## src/rtl/wr_arbiter.sv

```systemverilog
// rtl/wr_arbiter.sv - two-producer write arbiter feeding the CDC buffer write port
module wr_arbiter #(
    parameter int CNT_W = 16
) (
    input  logic             clk_1,
    input  logic             rst_n,
    input  logic [1:0]       mode,
    input  logic             fib_valid,
    input  logic [15:0]      fib_data,
    output logic             fib_ready,
    input  logic             tmr_valid,
    input  logic [15:0]      tmr_data,
    output logic             tmr_ready,
    input  logic             buffer_full,
    output logic             data_1_en,
    output logic [15:0]      data_1,
    output logic [1:0]       grant,
    output logic             stall,
    output logic [CNT_W-1:0] word_count,
    output logic [CNT_W-1:0] stall_count
);

    typedef enum logic [1:0] {
        IDLE  = 2'd0,
        ARB   = 2'd1,
        WRITE = 2'd2,
        HOLD  = 2'd3
    } state_t;

    localparam logic [CNT_W-1:0] CNT_ONE = {{(CNT_W-1){1'b0}}, 1'b1};

    state_t           state_q, state_d;
    logic             last_tmr_q, last_tmr_d;
    logic [15:0]      data_q, data_d;
    logic [1:0]       grant_q, grant_d;
    logic [CNT_W-1:0] word_count_q, word_count_d;
    logic [CNT_W-1:0] stall_count_q, stall_count_d;

    logic fib_req, tmr_req, pick_fib, pick_tmr, can_accept, accept;

    always_comb begin
        fib_req    = mode[0] & fib_valid;
        tmr_req    = mode[1] & tmr_valid;
        // On a tie the source that did not win last time takes the slot.
        pick_fib   = fib_req & (~tmr_req | last_tmr_q);
        pick_tmr   = tmr_req & ~pick_fib;
        can_accept = (state_q == ARB) & ~buffer_full;
        fib_ready  = can_accept & pick_fib;
        tmr_ready  = can_accept & pick_tmr;
        accept     = fib_ready | tmr_ready;
    end

    always_comb begin
        state_d       = state_q;
        last_tmr_d    = last_tmr_q;
        data_d        = data_q;
        grant_d       = grant_q;
        word_count_d  = word_count_q;
        stall_count_d = stall_count_q;

        if (accept) begin
            last_tmr_d   = tmr_ready;
            data_d       = fib_ready ? fib_data : tmr_data;
            grant_d      = {tmr_ready, fib_ready};
            word_count_d = word_count_q + CNT_ONE;
        end
        if (state_q == HOLD && stall_count_q != '1) begin
            stall_count_d = stall_count_q + CNT_ONE;
        end

        case (state_q)
            IDLE: begin
                if (mode != 2'b00) state_d = ARB;
            end
            ARB: begin
                if (mode == 2'b00)                        state_d = IDLE;
                else if (buffer_full && (fib_req || tmr_req)) state_d = HOLD;
                else if (accept)                          state_d = WRITE;
            end
            WRITE: begin
                state_d = (mode == 2'b00) ? IDLE : ARB;
            end
            HOLD: begin
                if (mode == 2'b00)     state_d = IDLE;
                else if (!buffer_full) state_d = ARB;
            end
            default: state_d = IDLE;
        endcase
    end

    always_ff @(posedge clk_1 or negedge rst_n) begin
        if (!rst_n) begin
            state_q       <= IDLE;
            last_tmr_q    <= 1'b1;
            data_q        <= '0;
            grant_q       <= '0;
            word_count_q  <= '0;
            stall_count_q <= '0;
        end else begin
            state_q       <= state_d;
            last_tmr_q    <= last_tmr_d;
            data_q        <= data_d;
            grant_q       <= grant_d;
            word_count_q  <= word_count_d;
            stall_count_q <= stall_count_d;
        end
    end

    // WRITE lasts exactly one cycle, which also blocks accepts while the write is in flight.
    assign data_1_en   = (state_q == WRITE);
    assign stall       = (state_q == HOLD);
    assign data_1      = data_q;
    assign grant       = grant_q;
    assign word_count  = word_count_q;
    assign stall_count = stall_count_q;

endmodule

```

## config.mk

```make
export PLATFORM = sky130hd
export DESIGN_NAME = wr_arbiter
export DESIGN_NICKNAME = d
export VERILOG_FILES = /design/src/rtl/wr_arbiter.sv
export SDC_FILE = /design/constraint.sdc
export NUM_CORES = 1
export LEC_CHECK = 0
export ABC_AREA = 1
export ABC_CLOCK_PERIOD_IN_PS = 2800
export CAP_MARGIN = 30
export CORE_UTILIZATION = 45
export CTS_BUF_LIST = sky130_fd_sc_hd__clkbuf_8
export CTS_CLUSTER_SIZE = 24
export DETAILED_ROUTE_END_ITERATION = 7
export GPL_TIMING_DRIVEN = 0
export PLACE_DENSITY = 0.83
export SLEW_MARGIN = 10
export SYNTH_ARGS = -nofsm -noshare
export SYNTH_HDL_FRONTEND = slang
export SYNTH_SLANG_ARGS = --single-unit
```

## constraint.sdc

```tcl
create_clock -name clk_1 -period 2.8 [get_ports clk_1]
set_clock_uncertainty 0.15 [all_clocks]
set_input_delay 0.28 -clock clk_1 [delete_from_list [all_inputs] [get_ports clk_1]]
set_output_delay 0.28 -clock clk_1 [all_outputs]
set_load 0.1 [all_outputs]
```

# ---- Word level (Yosys, flattened, before mapping)
# Index checks and enable logic that the tools add are counted.
dict set report op_classes {
  addsub 2
  bitwise_logic 12
  n_eq_ne 7
  mux 9
  reduce_logical 7
}
# cell count
set op_table {}
lappend op_table {{$add A16 B1 Y16 const B} 2}
lappend op_table {{$mux W16} 1}
lappend op_table {{$ne A16 B16 Y1 const B} 1}
lappend op_table {{$mux W2} 6}
lappend op_table {{$pmux W2 S4} 1}
lappend op_table {{$and A1 B1 Y1} 7}
lappend op_table {{$eq A2 B2 Y1 const B} 2}
lappend op_table {{$logic_not A2 Y1} 2}
lappend op_table {{$ne A4 B2 Y1 const B} 1}
lappend op_table {{$ne A3 B2 Y1 const B} 1}
lappend op_table {{$not A1 Y1} 3}
lappend op_table {{$reduce_and A3 Y1} 1}
lappend op_table {{$eq A2 B1 Y1 const B} 1}
lappend op_table {{$logic_and A1 B1 Y1} 2}
lappend op_table {{$ne A2 B2 Y1 const B} 1}
lappend op_table {{$or A1 B1 Y1} 2}
lappend op_table {{$reduce_bool A2 Y1} 1}
lappend op_table {{$logic_or A1 B1 Y1} 1}
lappend op_table {{$mux W1} 1}
dict set report totals {
  output_inout_bits 54
  word_cells 43
  reg_bits 53
  in_bits 39
}

# ---- Longest topological paths before layout
# Gate-level depths: netlist of run 1.
dict set report logic_depth {
  depth_word 12
  depth_mapped 9
  ltp_nobuf 8
}

# ---- Worst setup path after synthesis of run 1
# OpenSTA, ideal clock, no wires.
dict set report synth_path {
  kind {reg-to-reg}
  startpoint {register stall_count_q[1], in the netlist stall_count[1]}
  endpoint {register stall_count_q[14], in the netlist stall_count[14]}
  path_buffers 1
  period_less_slack_ns 2.294
  t_arrival_ns 2.076
  stages_incl_launch_ff 9
  setup_slack_ns 0.506
  setup_ns 0.068
  required_ns 2.582
  path_cell_list {dfrtp_1 > ha_1 > inv_1 > nor2_4 > nand2_4 > o21ai_4 > buf_6 > nand2_1 > nand2_1}
}
dict set report synth_via {
  elab_chain_len 2
  elab_cells_between_ends 3
  classes_between {1 x add/sub; 1 x eq/ne; 1 x reduce/logical}
}
# element line
set synth_lines {}
lappend synth_lines {{start: declaration} 37} ;# logic [CNT_W-1:0] stall_count_q, stall_count_d;
lappend synth_lines {{start signal: assignment} 105} ;# stall_count_q <= stall_count_d;
lappend synth_lines {{branches (longest 2 deep; another with $add A16 B1 Y16)} n/a}
# Several ways; the timed one is not identified.
# A chain may end at the register's enable or synchronous reset.

# ---- Worst setup path after layout of run 1
dict set report layout_path {
  startpoint {register state_q[0]}
  endpoint {output stall}
}
dict set report layout_via {
  elab_chain_len 1
}
# element line
set layout_lines {}
lappend layout_lines {{start: declaration} 32} ;# state_t state_q, state_d;
lappend layout_lines {{start signal: assignment} 100} ;# state_q <= state_d;
lappend layout_lines {{$eq A2 B2 Y1} 111} ;# assign stall = (state_q == HOLD);
lappend layout_lines {{end: declaration} 18} ;# output logic stall,
# No other way between the ends.

==> reports/results.md, run 1 <==
### Floorplanning
* 28 — floorplan row count
* 93 — top-level port count
* 81.6 um — width of the chip
* 47.4% — starting utilization of the core area
* 6660 sq um — area of the die
* 81.6 um — die height
* 6030 sq um — Core Footprint

### Detailed routing
* 157 — DR iter-0 viols
* 4 — total iterations of the first detailed-routing run
* 3.57 mm — Met2 Routed Length
* 0 — post-route antenna net violation count
* 2830 — total via count after detailed routing
* 3.10 mm — met1 layer wirelength in the final routing
* met4 — top routing layer used
* 0 — DRC
* 5.12 — routed vias/inst
* 455 um — length of routed met3 wiring
* 7.21 mm — WL final
* 13.0 um — post-detailed-route wirelength per cell

### Critical path
* output port — Crit. End Element
* flop to output port — category of the critical setup timing path
* flop — startpoint class of the critical path
* stall_count[0] — worst r2r src
* 8 — number of cells on the worst reg-to-reg path
* stall_count[4] — worst reg2reg endpoint
* 2370 ps — CP Data Required Time
* 2130 ps — Worst Path Arrival
* 5 — worst-path fanout max
* 1030 ps — internal reg-to-reg setup slack

### Layout
* 7.74% — share of final-layout standard cells stronger than drive strength 1
* nand2_1, clkdlybuf4s50_1, dfrtp_1, nor2_1, o21ai_0 — commonest cells after routing, fill and taps aside
* 553 — filler-free cell count of the finished design
* 0 — Antenna Diode Count
* 3980 sq um — Final Instance Area
* 39.6% — Area Overhead vs Synth
* nand2_1 — leading cell type in the layout, fill and taps excluded
* 516 — Fillers
* 66.1% — end-of-flow core utilization
* 518 — final net count

### STA
* 346 ps — final hold slack
* 31.9% — worst max-slew margin expressed relative to the limit
* 237 ps — final setup margin
* 2560 ps — minimum clock period after layout
* 0 — number of hold violations in the final report
* 0.390 GHz — maximum frequency from static timing analysis
* 0 ps — final setup TNS
* 0 — number of setup violations in the final report
* false — RSZ-0062 raised after global routing
* 1020 ps — Slew @ Worst Pin
* 91.5% — final worst path period share
* 0 — max-slew violations

### Worst hold path
* data_1[15] — critical hold path startpoint
* flop to flop — kind of path behind the tightest hold check
* 2 — number of stages on the worst hold path
* data_1[15] — hold-critical path endpoint

### Logic synthesis
* simple AND/OR/NAND/NOR gates — combinational family with the most area after synthesis
* 0 — Post-synth EDFFs
* 9.82% — synthesized-area fraction occupied by ao, oa, aoi and oai cells
* 53 — flops & latches, synth
* dfrtp_1 — Post-synth top flop
* 27 — Netlist cell types
* 4.60% — Post-Synth XOR/XNOR Area
* 0% — mux contribution to synthesized area
* 46.5% — sequential element share of the synthesized area
* 7.59 sq um — average footprint of a synthesized cell
* 0 — count of synthesis-stage warnings from yosys
* 417 — synthesized netlist net count
* 2850 sq um — Mapped Area
* 100% — share of async-settable or async-resettable flops after synthesis
* 0.877% — adder-cell share of the synthesized area
* 32.4% — simple-gate area share of the yosys netlist
* 376 — synthesized netlist cell count

### CTS
* clkbuf_8 — clock root buffer master
* 5 — Num CTS Buffers
* 2 — number of buffers on the longest clock path
* 0 — count of buffers added by post-CTS timing repair for setup
* 310 ps — clock latency of the later-clocked register in the worst-skew pair
* 2 — number of levels the H-tree was split into
* built — clock tree from TritonCTS
* 100 ps — clock-pin slew reported for the worst setup and hold paths after clock tree synthesis
* 53 — clock sink total

### Global route
* 23.5% — all-layer global routing usage
* 31 — maximum number of pins on one net before global-route repair
* 2659 — via count of the first global-routing pass
* 0 — leftover overflow at the end of global routing
* 12.0 mm — wire length of the first global-routing pass
* 0 — antenna violations before repair

### Placement
* 544 — Cells after DPL
* 5.42 mm — placed wire-length estimate
* 0.830 — routability-driven placement congestion ratio
* -593 ps — setup slack at placement
* 92 — Port Buffer Count
* 3880 sq um — Area after DPL

### Power and ir drop
* 3.39 mW — total power consumption of the routed design
* 851 nW/um^2 — power per unit of standard cell area
* 1.73 nW — leakage power of the design
* 981 uV — Worst VDD drop

### Status
* finished, final reports clean — run status

### Job
* 0 — max-cap violations

[cell usage after synthesis (2+ instances only)]
library cell	count	area share [%]
nand2_1	139	18
dfrtp_1	52	46
nor2_1	48	6.3
o21ai_0	36	6.3
inv_1	23	3.0
nand3_1	13	2.3
nand4_1	9	2.0
o21ai_1	9	1.6
xnor2_1	9	2.8
xor2_1	6	1.8
buf_2	4	0.70
nor2_4	4	1.6
buf_6	3	1.2
inv_2	3	0.39
nand2_2	3	0.66
ha_1	2	0.88
nand3b_1	2	0.53
nor2_2	2	0.44
[final cells by class]
type	count	area [sq um]	share of cell area [%]
Buffer	9	66.3	1.66
Clock buffer	5	68.8	1.73
Clock inverter	3	17.5	0.440
Inverter	26	97.6	2.45
Multi-Input combinational cell	288	1370	34.4
Sequential cell	53	1330	33.3
Tap cell	75	93.8	2.36
Timing Repair Buffer	94	942	23.6
[state kept, by name (all words and copies together), names as in the netlist]
name / count
state_q: 2
stall_count: 16
grant: 2
last_tmr_q: 1
data_1: 16
word_count: 16
[metal layers]
metal  global-route usage [%]  up-vias
met5                        0        -
met4                     7.37        0
met3                     5.56        7
met2                     40.8       95
met1                     28.8     1337
li1                         -     1391
[critical path, stage by stage (launching register included)]
cell and delay [ps]:
dfrtp_1 440, nand2_1 110, inv_1 130, clkdlybuf4s50_1 1150
[worst max-delay path by stage]
stage                   start         endpoint  depth (start not counted)
2_1_floorplan  stall_count[1]  stall_count[14]                          8
3_3_place_gp          mode[1]        tmr_ready                          7
3_5_place_dp          mode[1]        tmr_ready                          7
4_1_cts               mode[1]        tmr_ready                          7
5_1_grt               mode[1]        tmr_ready                          7
6_report           state_q[0]            stall                          3
[what timing repair did]
item | in CTS | in global routing
endpoints found under the hold margin | 23 | 0
hold buffers | 1 | 0
gates resized for setup | 8 | 1
pin swaps | 0 | 0
endpoints found under the setup margin | 2 | 1
[where the power goes]
| group | switching, mW | leakage [nW] | internal, mW | total (mW) |
|---|---|---|---|---|
| Combinational | 1.43 | 0.998 | 0.440 | 1.87 |
| Clock | 0.254 | 0.0439 | 0.173 | 0.427 |
| Sequential | 0.169 | 0.692 | 0.924 | 1.09 |
[logic make-up (layout without fill, tap and decap cells)]
logic type,after synthesis,count (layout)
AND/OR/NAND/NOR,221,221
flip-flops,53,53
AO/OA/AOI/OAI,50,50
buffers and inverters,35,137
XOR/XNOR,15,15
adder cells (fa/ha/maj),2,2
(Power assumes the default switching activity.)
==> run 2, diff against run 1 <==
--- a/config.mk
+++ b/config.mk
@@ -8,6 +8,7 @@
 export ABC_AREA = 1
 export ABC_CLOCK_PERIOD_IN_PS = 2800
 export CAP_MARGIN = 30
+export CORE_ASPECT_RATIO = 0.6
 export CORE_UTILIZATION = 45
 export CTS_BUF_LIST = sky130_fd_sc_hd__clkbuf_8
 export CTS_CLUSTER_SIZE = 24
==> run 2 against run 1 <==
Global-route usage rose by 0.35 points; cell area rose by 1.0%; count of clock-buffer cells in the layout did not move; sequential share of layout area fell by 0.33 points; non-clock buffer count did not move; flip-flop and latch count did not move; worst hold slack got worse by 3.5 ps; via count fell by 1.1%; sequential power barely moved; setup slack got worse by 25 ps; clock power rose by 25%; critical path type is now primary input to output port; largest cell class unchanged.
==> reports/results.md, run 2 (synthesis gave the netlist of run 1 again) <==
### CTS
* 310 ps — clock latency of the later-clocked register in the worst-skew pair, about the same
* 53 — clock sink total, unchanged
* clkbuf_8 — clock root buffer master
* 2 — number of levels the H-tree was split into, unchanged
* 2 — number of buffers on the longest clock path, unchanged
* 100 ps — clock-pin slew reported for the worst setup and hold paths after clock tree synthesis, about the same
* built — clock tree from TritonCTS
* 5 — Num CTS Buffers, unchanged
* 0 — count of buffers added by post-CTS timing repair for setup, unchanged

### Placement
* 0.889 — routability-driven placement congestion ratio, +7.1%
* 3890 sq um — Area after DPL, +0.29%
* 5.66 mm — placed wire-length estimate, +4.4%
* 92 — Port Buffer Count, unchanged
* 553 — Cells after DPL, +1.7%

### STA
* 92.4% — final worst path period share, +0.89 points
* 1000 ps — Slew @ Worst Pin, -14.4 ps
* 0 — max-slew violations, unchanged
* 0 ps — final setup TNS, unchanged
* 2590 ps — minimum clock period after layout, +25.0 ps
* false — RSZ-0062 raised after global routing
* 0 — number of hold violations in the final report, unchanged
* 32.9% — worst max-slew margin expressed relative to the limit, +0.96 points
* 0 — number of setup violations in the final report, unchanged
* 0.386 GHz — maximum frequency from static timing analysis, -0.96%

### Detailed routing
* 13.3 um — post-detailed-route wirelength per cell, +1.9%
* 2800 — total via count after detailed routing, -1.1%
* 100 — DR iter-0 viols, -36%
* 0 — DRC, unchanged
* 0 — post-route antenna net violation count, unchanged
* 4.98 — routed vias/inst, -2.6%
* 7.47 mm — WL final, +3.5%
* 4 — total iterations of the first detailed-routing run, unchanged

### Critical path
* 10 — worst-path fanout max, +5
* output port — Crit. End Element
* primary input — startpoint class of the critical path
* primary input to output port — category of the critical setup timing path
* 2160 ps — Worst Path Arrival, +30 ps
* 2370 ps — CP Data Required Time, about the same

### Worst hold path
* flop to flop — kind of path behind the tightest hold check

### Floorplanning
* 6670 sq um — area of the die, +0.16%
* 46.7% — starting utilization of the core area, -0.66 points
* 6110 sq um — Core Footprint, +1.4%
* 63.7 um — die height, -22%
* 22 — floorplan row count, -21%
* 105 um — width of the chip, +28%
* 93 — top-level port count, unchanged

### Global route
* 29 — maximum number of pins on one net before global-route repair, -6.5%
* 0 — leftover overflow at the end of global routing, unchanged
* 12.4 mm — wire length of the first global-routing pass, +3.5%
* 2628 — via count of the first global-routing pass, -1.2%
* 23.9% — all-layer global routing usage, +0.35 points
* 0 — antenna violations before repair, unchanged

### Power and ir drop
* 1.74 nW — leakage power of the design, +0.60%
* 869 nW/um^2 — power per unit of standard cell area, +2.1%
* 866 uV — Worst VDD drop, -12%

### Layout
* 7.74% — share of final-layout standard cells stronger than drive strength 1, unchanged
* nand2_1, clkdlybuf4s50_1, dfrtp_1, nor2_1, o21ai_0 — commonest cells after routing, fill and taps aside
* 0 — Antenna Diode Count, unchanged
* 518 — final net count, unchanged
* 4020 sq um — Final Instance Area, +1.0%
* 534 — Fillers, +3.5%
* nand2_1 — leading cell type in the layout, fill and taps excluded
* 562 — filler-free cell count of the finished design, +1.6%
* 41.0% — Area Overhead vs Synth

### Status
* finished, final reports clean — run status

### Job
* 0 — max-cap violations, unchanged

==> run 2: final timing paths <==
| path | from | endpoint | slack (ps) | cells past startpoint |
|---|---|---|---|---|
| worst max-delay path | mode[1] | tmr_ready | 210 | 7 |
| worst min-delay path | grant[1] | grant[1] | 340 | 2 |
| worst max register to register | stall_count[1] | stall_count[10] | 970 | 6 |
| worst min register to register | grant[1] | grant[1] | 340 | 2 |
| max in group asynchronous | rst_n | last_tmr_q | 1470 | 3 |
| min in group asynchronous | rst_n | stall_count[14] | 380 | 2 |
==> run 2: timing repair <==
item / CTS / global route
gates resized for setup: 8 / 1
endpoints found under the hold margin: 25 / 0
setup endpoints to repair: 2 / 1
pin swaps: 0 / 0
hold buffers: 1 / 0
==> run 2: layout make-up <==
type	count	area (sq um)	share of cell area, %
repair buffers	94	942	23.4
clock buffers	5	68.8	1.71
clock inverters	3	46.3	1.15
plain buffers	9	66.3	1.65
well taps	84	105	2.61
flip-flops and latches	53	1330	33.0
inverters	26	97.6	2.43
multi-input cells	288	1370	34.0
==> run 2: power by group <==
part | internal [mW] | switching, mW
Sequential | 0.924 | 0.165
Clock | 0.268 | 0.264
Combinational | 0.438 | 1.44
Total | 1.63 | 1.87
==> run 2: metrics by stage <==
step | setup slack [ps] | power, mW | hold slack (ps) | utilization (%)
floorplan | 506 | 2.48 | -166 | -
global placement | -576 | 2.94 | 314 | 63.5
detailed placement | -611 | 2.98 | 192 | 63.7
CTS | 94.8 | 3.52 | 330 | 65.7
global route | 88.6 | 3.65 | 376 | 65.8
finish | 213 | 3.50 | 342 | 65.8
==> run 2: worst max-delay path: stages <==
cell	delay, ps
clkdlybuf4s50_1	500
nand2_1	120
o21bai_4	280
clkbuf_2	280
nand4_1	170
inv_1	100
buf_2	420
==> run 2: per-layer routing <==
metal,GRT usage (%),up-vias,part of all wire [%]
li1,-,1401,-
met1,33.1,1290,47
met2,36.6,100,43
met3,6.42,9,8.1
met4,7.04,0,1.3
met5,0,-,0
